===== src/rtl/uart_receiver_if.sv =====
// Receive-side word handshake: the receiver presents data_out/data_valid and
// the consumer answers with data_ready.
interface uart_receiver_if #(
    parameter int WORD_SIZE = 8
);
    logic [WORD_SIZE-1:0] data_out;
    logic                 data_valid;
    logic                 data_ready;

    modport master (output data_out, output data_valid, input data_ready);
    modport slave  (input data_out, input data_valid, output data_ready);
endinterface


===== src/rtl/uart_receiver.sv =====
// UART 8N1-style receiver with mid-bit sampling and valid/ready word output.
// Build option UART_RX_OVERRUN_EN adds a sticky overrun flag port.
module uart_receiver #(
    parameter int WORD_SIZE   = 8,
    parameter int PULSE_WIDTH = 4,
    parameter int SYNC_STAGES = 2
) (
    input  logic            clk,
    input  logic            rstn,
    input  logic            rx,
    uart_receiver_if.master bus,
    output logic            rx_busy,
`ifdef UART_RX_OVERRUN_EN
    output logic            overrun,
`endif
    output logic            frame_err
);
    localparam int HALF = PULSE_WIDTH / 2;
    localparam int CW   = $clog2(PULSE_WIDTH);
    localparam int BW   = (WORD_SIZE > 2) ? $clog2(WORD_SIZE) : 1;
    localparam logic [CW-1:0] HALF_M1  = CW'(HALF - 1);
    localparam logic [CW-1:0] CNT_LAST = CW'(PULSE_WIDTH - 1);
    localparam logic [BW-1:0] BIT_LAST = BW'(WORD_SIZE - 1);

    typedef enum logic [1:0] {IDLE, START, DATA, STOP} state_t;

    state_t               state;
    logic [CW-1:0]        clk_cnt;
    logic [BW-1:0]        bit_cnt;
    logic [WORD_SIZE-1:0] shift_reg;
    logic [SYNC_STAGES-1:0] sync;
    logic                 rx_s;

    // Preset to idle-high so reset release never looks like a start edge.
    always_ff @(posedge clk or negedge rstn) begin
        if (!rstn) sync <= '1;
        else       sync <= {sync[SYNC_STAGES-2:0], rx};
    end

    assign rx_s    = sync[SYNC_STAGES-1];
    assign rx_busy = (state != IDLE);

    always_ff @(posedge clk or negedge rstn) begin
        if (!rstn) begin
            state          <= IDLE;
            clk_cnt        <= '0;
            bit_cnt        <= '0;
            shift_reg      <= '0;
            bus.data_out   <= '0;
            bus.data_valid <= 1'b0;
            frame_err      <= 1'b0;
`ifdef UART_RX_OVERRUN_EN
            overrun        <= 1'b0;
`endif
        end else begin
            frame_err <= 1'b0;
            if (bus.data_valid && bus.data_ready) begin
                bus.data_valid <= 1'b0;
`ifdef UART_RX_OVERRUN_EN
                overrun        <= 1'b0;
`endif
            end
            case (state)
                IDLE: begin
                    if (!rx_s) begin
                        state   <= START;
                        clk_cnt <= '0;
                    end
                end
                START: begin
                    if (clk_cnt == HALF_M1) begin
                        if (rx_s) begin
                            state <= IDLE;
                        end else begin
                            state   <= DATA;
                            clk_cnt <= '0;
                            bit_cnt <= '0;
                        end
                    end else begin
                        clk_cnt <= clk_cnt + 1'b1;
                    end
                end
                DATA: begin
                    if (clk_cnt == CNT_LAST) begin
                        clk_cnt   <= '0;
                        shift_reg <= {rx_s, shift_reg[WORD_SIZE-1:1]};
                        if (bit_cnt == BIT_LAST) state <= STOP;
                        else                     bit_cnt <= bit_cnt + 1'b1;
                    end else begin
                        clk_cnt <= clk_cnt + 1'b1;
                    end
                end
                STOP: begin
                    // Leave mid stop bit so a back-to-back start edge is not missed.
                    if (clk_cnt == CNT_LAST) begin
                        state   <= IDLE;
                        clk_cnt <= '0;
                        if (rx_s) begin
                            bus.data_out   <= shift_reg;
                            bus.data_valid <= 1'b1;
`ifdef UART_RX_OVERRUN_EN
                            if (bus.data_valid && !bus.data_ready) overrun <= 1'b1;
`endif
                        end else begin
                            frame_err <= 1'b1;
                        end
                    end else begin
                        clk_cnt <= clk_cnt + 1'b1;
                    end
                end
                default: state <= IDLE;
            endcase
        end
    end
endmodule


===== src/flat_wrapper.sv =====
// flat-port wrapper written by rule: the top's interface ports become plain ports
module uart_receiver_flat 
#(
    parameter int WORD_SIZE   = 8,
    parameter int PULSE_WIDTH = 4,
    parameter int SYNC_STAGES = 2
)
  (clk, rstn, rx, rx_busy, frame_err, bus_data_out, bus_data_valid, bus_data_ready);
  uart_receiver_if #(.WORD_SIZE(WORD_SIZE)) bus_i ();
  input  logic clk;
  input  logic rstn;
  input  logic rx;
  output logic rx_busy;
  output logic frame_err;
  output wire logic [$bits(bus_i.data_out)-1:0] bus_data_out;
  output wire logic [$bits(bus_i.data_valid)-1:0] bus_data_valid;
  input wire logic [$bits(bus_i.data_ready)-1:0] bus_data_ready;
  assign bus_data_out = bus_i.data_out;
  assign bus_data_valid = bus_i.data_valid;
  assign bus_i.data_ready = bus_data_ready;
  uart_receiver #(.WORD_SIZE(WORD_SIZE), .PULSE_WIDTH(PULSE_WIDTH), .SYNC_STAGES(SYNC_STAGES)) u_core (.clk(clk), .rstn(rstn), .rx(rx), .bus(bus_i), .rx_busy(rx_busy), .frame_err(frame_err));
endmodule

===== config.mk =====
export PLATFORM = sky130hd
export DESIGN_NAME = uart_receiver_flat
export DESIGN_NICKNAME = d
export VERILOG_FILES = /design/src/rtl/uart_receiver_if.sv /design/src/rtl/uart_receiver.sv /design/src/flat_wrapper.sv
export SDC_FILE = /design/constraint.sdc
export NUM_CORES = 1
export LEC_CHECK = 0
export ABC_CLOCK_PERIOD_IN_PS = 3100
export CORE_MARGIN = 2
export CORE_UTILIZATION = 57
export DETAILED_ROUTE_END_ITERATION = 8
export HOLD_SLACK_MARGIN = 0.05
export PLACE_DENSITY_LB_ADDON = 0.25
export SYNTH_ARGS = -nofsm -noshare
export SYNTH_HDL_FRONTEND = slang
export SYNTH_SLANG_ARGS = --single-unit
export TNS_END_PERCENT = 20

===== constraint.sdc =====
create_clock -name clk -period 3.1 [get_ports clk]
set_input_delay 0.31 -clock clk [delete_from_list [all_inputs] [get_ports clk]]
set_output_delay 0.31 -clock clk [all_outputs]
set_load 0.02 [all_outputs]

# Yosys cells after proc, flatten, opt, wreduce, memory -nomap -nowiden
# Cells that the tools add are included.
[classes]
addsub = 2
mul = 0
div_mod_pow = 0
order_cmp = 0
eq_ne = 13
shift = 0
mux = 23
n_bitwise = 0
n_reduce_logical = 9
[ops]
columns = ["operator", "count"]
rows = [
  ["2-bit 2-to-1 mux", 9],
  ["3-bit 2-to-1 mux", 4],
  ["5-bit AND reduction", 2],
  ["2-bit by 1-bit inequality test with 1-bit output (second input constant)", 4],
  ["2-bit one-hot mux with 4 select lines", 1],
  ["1-bit 2-to-1 mux", 7],
  ["2-bit equality test (second input constant)", 3],
  ["2-bit inequality test (second input constant)", 3],
  ["2-bit one-hot mux with 3 select lines", 1],
  ["3-bit one-hot mux with 2 select lines", 1],
  ["2-bit by 1-bit equality test with 1-bit output (second input constant)", 2],
  ["2-bit nonzero test", 2],
  ["3-bit by 1-bit adder with 3-bit output (second input constant)", 1],
  ["3-bit equality test (second input constant)", 1],
  ["3-bit AND reduction", 1],
  ["2-bit by 1-bit adder with 2-bit output (second input constant)", 1],
  ["2-bit logical NOT", 1],
  ["2-bit AND reduction", 1],
  ["2-bit OR reduction", 1],
  ["1-bit logical AND", 1],
]
[totals]
regBits = 27
latchBits = 0
ram_bits = 0
mem_bits_ro = 0
output_inout_bits = 11
elab_cells = 55
n_memories = 0

# Depth between registers and ports, before layout
[logic_depth]
word_depth = 5
depth_mapped = 7
mapped_depth_nobuf = 6

# Least setup slack after synthesis
# Ideal clock, no wire load.
[synth_timing]
path_kind = "reg-to-reg"
start = "register u_core.state[0]"
end = "register u_core.bit_cnt[0]"
setup_ns = 0.125
t_arrival_ns = 1.449
t_required_ns = 2.975
setup_slack_ns = 1.526
stages_incl_launch_ff = 7
n_path_buf = 1
synth_period_minus_slack_ns = 1.574
cell_sequence = "dfrtp_1 > inv_1 > ha_1 > buf_2 > a21boi_2 > nand3_1 > mux2_2"
[synth_between]
elab_chain_len = 3
elab_cells_between_ends = 9
cone_classes = "6 x eq/ne; 1 x mux; 2 x reduce/logical"
[synth_lines]
columns = ["element", "line_no", "source"]
rows = [
  ["start: declaration", "uart_receiver.sv:27", "state_t state;"],
  ["start signal: assignment", "uart_receiver.sv:45", "state <= IDLE;"],
  ["start signal: assignment", "uart_receiver.sv:66", "state <= START;"],
  ["start signal: assignment", "uart_receiver.sv:73", "state <= IDLE;"],
  ["2-bit equality test or 2-bit by 1-bit equality test with 1-bit output (tied branches)", "uart_receiver.sv:63", "case (state)"],
  ["2-bit by 1-bit inequality test with 1-bit output (no line), or another cell as far along", "n/a", ""],
  ["5-bit AND reduction (no line)", "n/a", ""],
  ["end signal: assignment", "uart_receiver.sv:88", "else bit_cnt <= bit_cnt + 1'b1;"],
  ["end: declaration", "uart_receiver.sv:29", "logic [BW-1:0] bit_cnt;"],
]
# Parallel ways exist; a longest one is shown, timed or not.
# A chain may end at the register's enable or synchronous reset.

# Final worst setup path
[layout_timing]
start = "register u_core.state[0]"
end = "output rx_busy"
[layout_between]
elab_chain_len = 1
[layout_lines]
columns = ["element", "line_no", "source"]
rows = [
  ["2-bit nonzero test", "uart_receiver.sv:41", "assign rx_busy = (state != IDLE);"],
  ["end: declaration", "flat_wrapper.sv:13", "output logic rx_busy;"],
]
# Every way passes these cells.

==> impl_summary.log <==
[metrics] mean cell area of the mapped netlist: 12.5 µm²
[metrics] worst setup slack after layout: 1.01 ns
[metrics] Critical Path Start Type: register
[metrics] DR vias/cell: between 5 and 6
[metrics] H-tree depth: 1
[metrics] Post-Route Utilization: a little under three quarters
[metrics] TNS Setup: 0 ns
[metrics] unrepaired setup endpoints after global routing: false
[metrics] share of the yosys chip area belonging to registers: between 50% and 60%
[metrics] Setup violations, final: 0
[metrics] half-perimeter wire length after detailed placement: 1340 µm
[metrics] Final Max Slew Viols: 0
[metrics] leakage: about 0.72 nW
[metrics] maximum number of pins on one net before global-route repair: 28
[metrics] leading cell types in the layout, fill and taps excluded: dfrtp_1 (25), mux2_2 (17), clkdlybuf4s50_1 (14)
[metrics] number of hold violations in the final report: 0
[metrics] TritonCTS clock tree: built
[metrics] CP max FO: 6
[metrics] endpoint kind of the worst setup timing path: primary output
[metrics] crit path DAT: 1.78 ns
[metrics] path class of the lowest-slack min-delay path: in -> async
[metrics] global-route wire length before repair: 3390 µm
[metrics] effective utilization at floorplan: 61.9%
[metrics] cell count after placement: 139
[metrics] number of filler instances in the final layout: 146
[metrics] required arrival time at the worst endpoint: ~2.8 ns
[metrics] post-detailed-routing wire length: 1860 µm
[metrics] number of hold buffers added after CTS: 0
[metrics] maximum clock frequency: 478 MHz
[metrics] Non-Filler Instances: between 100 and 150
[metrics] clk slew on worst S/H paths: 0.14 ns
[metrics] DR pass1 iterations: 4
[metrics] Tcrit/Tclk final: 67.5%
[metrics] post-synthesis sequential element count: 27
[metrics] die outline width: between 50 and 60 µm
[metrics] number of routed nets with antenna violations: 0
[metrics] cell type contributing the most total cell area after synthesis: dfrtp_1
[metrics] Iter 0 DRT Violations: 13
[metrics] site row count: 16
[metrics] number of nets in the synthesized netlist: 114
[metrics] Routed WL per cell: 13.0 µm
[metrics] worst-margin pin slew: 0.486 ns
[metrics] ratio of cells with drive above 1 in the final layout: between 20% and 30%
[metrics] top-area cell type share of the netlist area: 50.5%
[metrics] maximum clock insertion buffer count: 2
[metrics] path type of the worst setup path: reg -> out
[metrics] worst vdd rail ir drop: 0.000470 V
[metrics] overall fraction of global-route tracks in use: 17.6%
[metrics] IO Pins: 15
[metrics] vertical die dimension: around 51 µm
[metrics] Cell Pwr Density: 606 mW/mm²
[metrics] remaining max-slew budget at the tightest pin: between 60 and 70%
[metrics] routability cong.: 0.777
[metrics] placeable core area: 0.00200 mm²
[metrics] number of antenna diodes: 0
[metrics] final critical path time including I/O delays and setup: 2.09 ns
[metrics] nets: roughly 130
[metrics] post-detailed-route DRC marker count: 0
[metrics] final hold slack: roughly 0.34 ns
[metrics] outcome: complete, no violations
[metrics] Setup Skew: approximately 0.0034 ns
[metrics] # Max-Cap Violations: 0
[metrics] count of distinct cell types in the synthesized netlist: 19
[metrics] top cells by area in the synthesized netlist: dfrtp_1 (50%), mux2_2 (15%), ha_1 (11%)
[metrics] post-synthesis cell count: 99
[metrics] input/output buffers: 14
[metrics] Placement Setup Slack: about 1.4 ns
[metrics] total CTS buffers: 3
[metrics] insertion delay to the later sink of the worst-skew pair: 0.31 ns
[metrics] Die ar.: between 0.002 and 0.003 mm²
[metrics] via count of the first global-routing pass: 739
[metrics] layout-stage area growth over the synthesis result: 16.0%
[metrics] cell at the root of the clock tree: clkbuf_4
[metrics] total number of vias: approximately 740
[metrics] antenna violations before repair: 0
[metrics] post-CTS sizing: 0
[metrics] number of buffers added for setup after CTS: 0
[metrics] CTS sink cnt: 27
[metrics] synthesis warning total: 0
[metrics] Post-Synthesis Cell Area: 0.00124 mm²
[metrics] leading cell type in the layout, fill and taps excluded: dfrtp_1
[metrics] Remaining Overflow, GRT: 0
## power breakdown
part           leakage [nW]  total [W]  switching, W  internal, W
Combinational         0.341   0.000298      0.000163     0.000135
Sequential            0.365   0.000427     0.0000369     0.000390
Clock                0.0177   0.000147     0.0000983    0.0000483
## final cells by class
| class | count | area [µm²] | share of cell area [%] |
|---|---|---|---|
| Sequential cell | 27 | 678 | 47.1 |
| Clock buffer | 3 | 22.5 | 1.57 |
| Tap cell | 27 | 33.8 | 2.35 |
| Inverter | 11 | 41.3 | 2.87 |
| Multi-Input combinational cell | 59 | 510 | 35.5 |
| Timing Repair Buffer | 15 | 148 | 10.3 |
| Clock inverter | 1 | 5.00 | 0.348 |
## worst paths after layout
path	from	slack, ns	depth (start not counted)	to
worst max register to register	u_core.state[0]	1.31	5	register
worst min register to register	u_core.sync[0]	0.37	0	u_core.sync[1]
worst max-delay path	u_core.state[0]	1.01	4	rx_busy
min in group clk	u_core.sync[0]	0.37	0	u_core.sync[1]
worst min-delay path	rstn	0.34	2	u_core.clk_cnt[1]
max in group asynchronous	rstn	2.46	2	u_core.sync[0]
## synthesized netlist by cell type
library cell   n
mux2_2        17
nand3_1        4
o21ai_0        2
ha_1          11
a22oi_1        1
buf_2          2
a31oi_1        1
nor2b_1        2
mux2i_1        3
a21oi_1        3
nand2_1        7
a222oi_1       1
nor2_1         3
nand2b_1       2
dfrtp_1       25
inv_1         11
a22o_1         1
a21boi_2       1
dfstp_2        2
## routing by layer
| layer | track usage [%] | share of wire [%] | vias to the layer above |
|---|---|---|---|
| li1 | - | - | 367 |
| met1 | 25.7 | 49 | 359 |
| met2 | 27.0 | 48 | 11 |
| met3 | 2.98 | 2.9 | 0 |
| met4 | 5.41 | 0 | 0 |
| met5 | 0 | 0 | - |
## worst max-delay path, cell delays in order, from the launching register on
cell             delay [ns]
dfrtp_1                0.48
inv_1                  0.12
ha_1                   0.22
inv_1                  0.06
clkdlybuf4s50_1        0.59
## cells by family (layout without fill, tap and decap cells)
logic type	after synthesis	in the layout	share of synthesized area (%)
AO/OA/AOI/OAI	10	10	5.55
flip-flops	27	27	54.7
buffers and inverters	13	30	4.14
multiplexers	20	20	17.9
AND/OR/NAND/NOR	18	18	6.66
adder cells (fa/ha/maj)	11	11	11.1
## metrics by stage
| stage | cell area [µm²] | power (W) |
|---|---|---|
| global route | 1440 | 0.000948 |
| finish | 1440 | 0.000872 |
| floorplan | 1240 | 0.000650 |
| global placement | 1410 | 0.000715 |
| detailed placement | 1410 | 0.000728 |
| CTS | 1440 | 0.000877 |
Note: power is estimated with default switching activity, not from simulation.
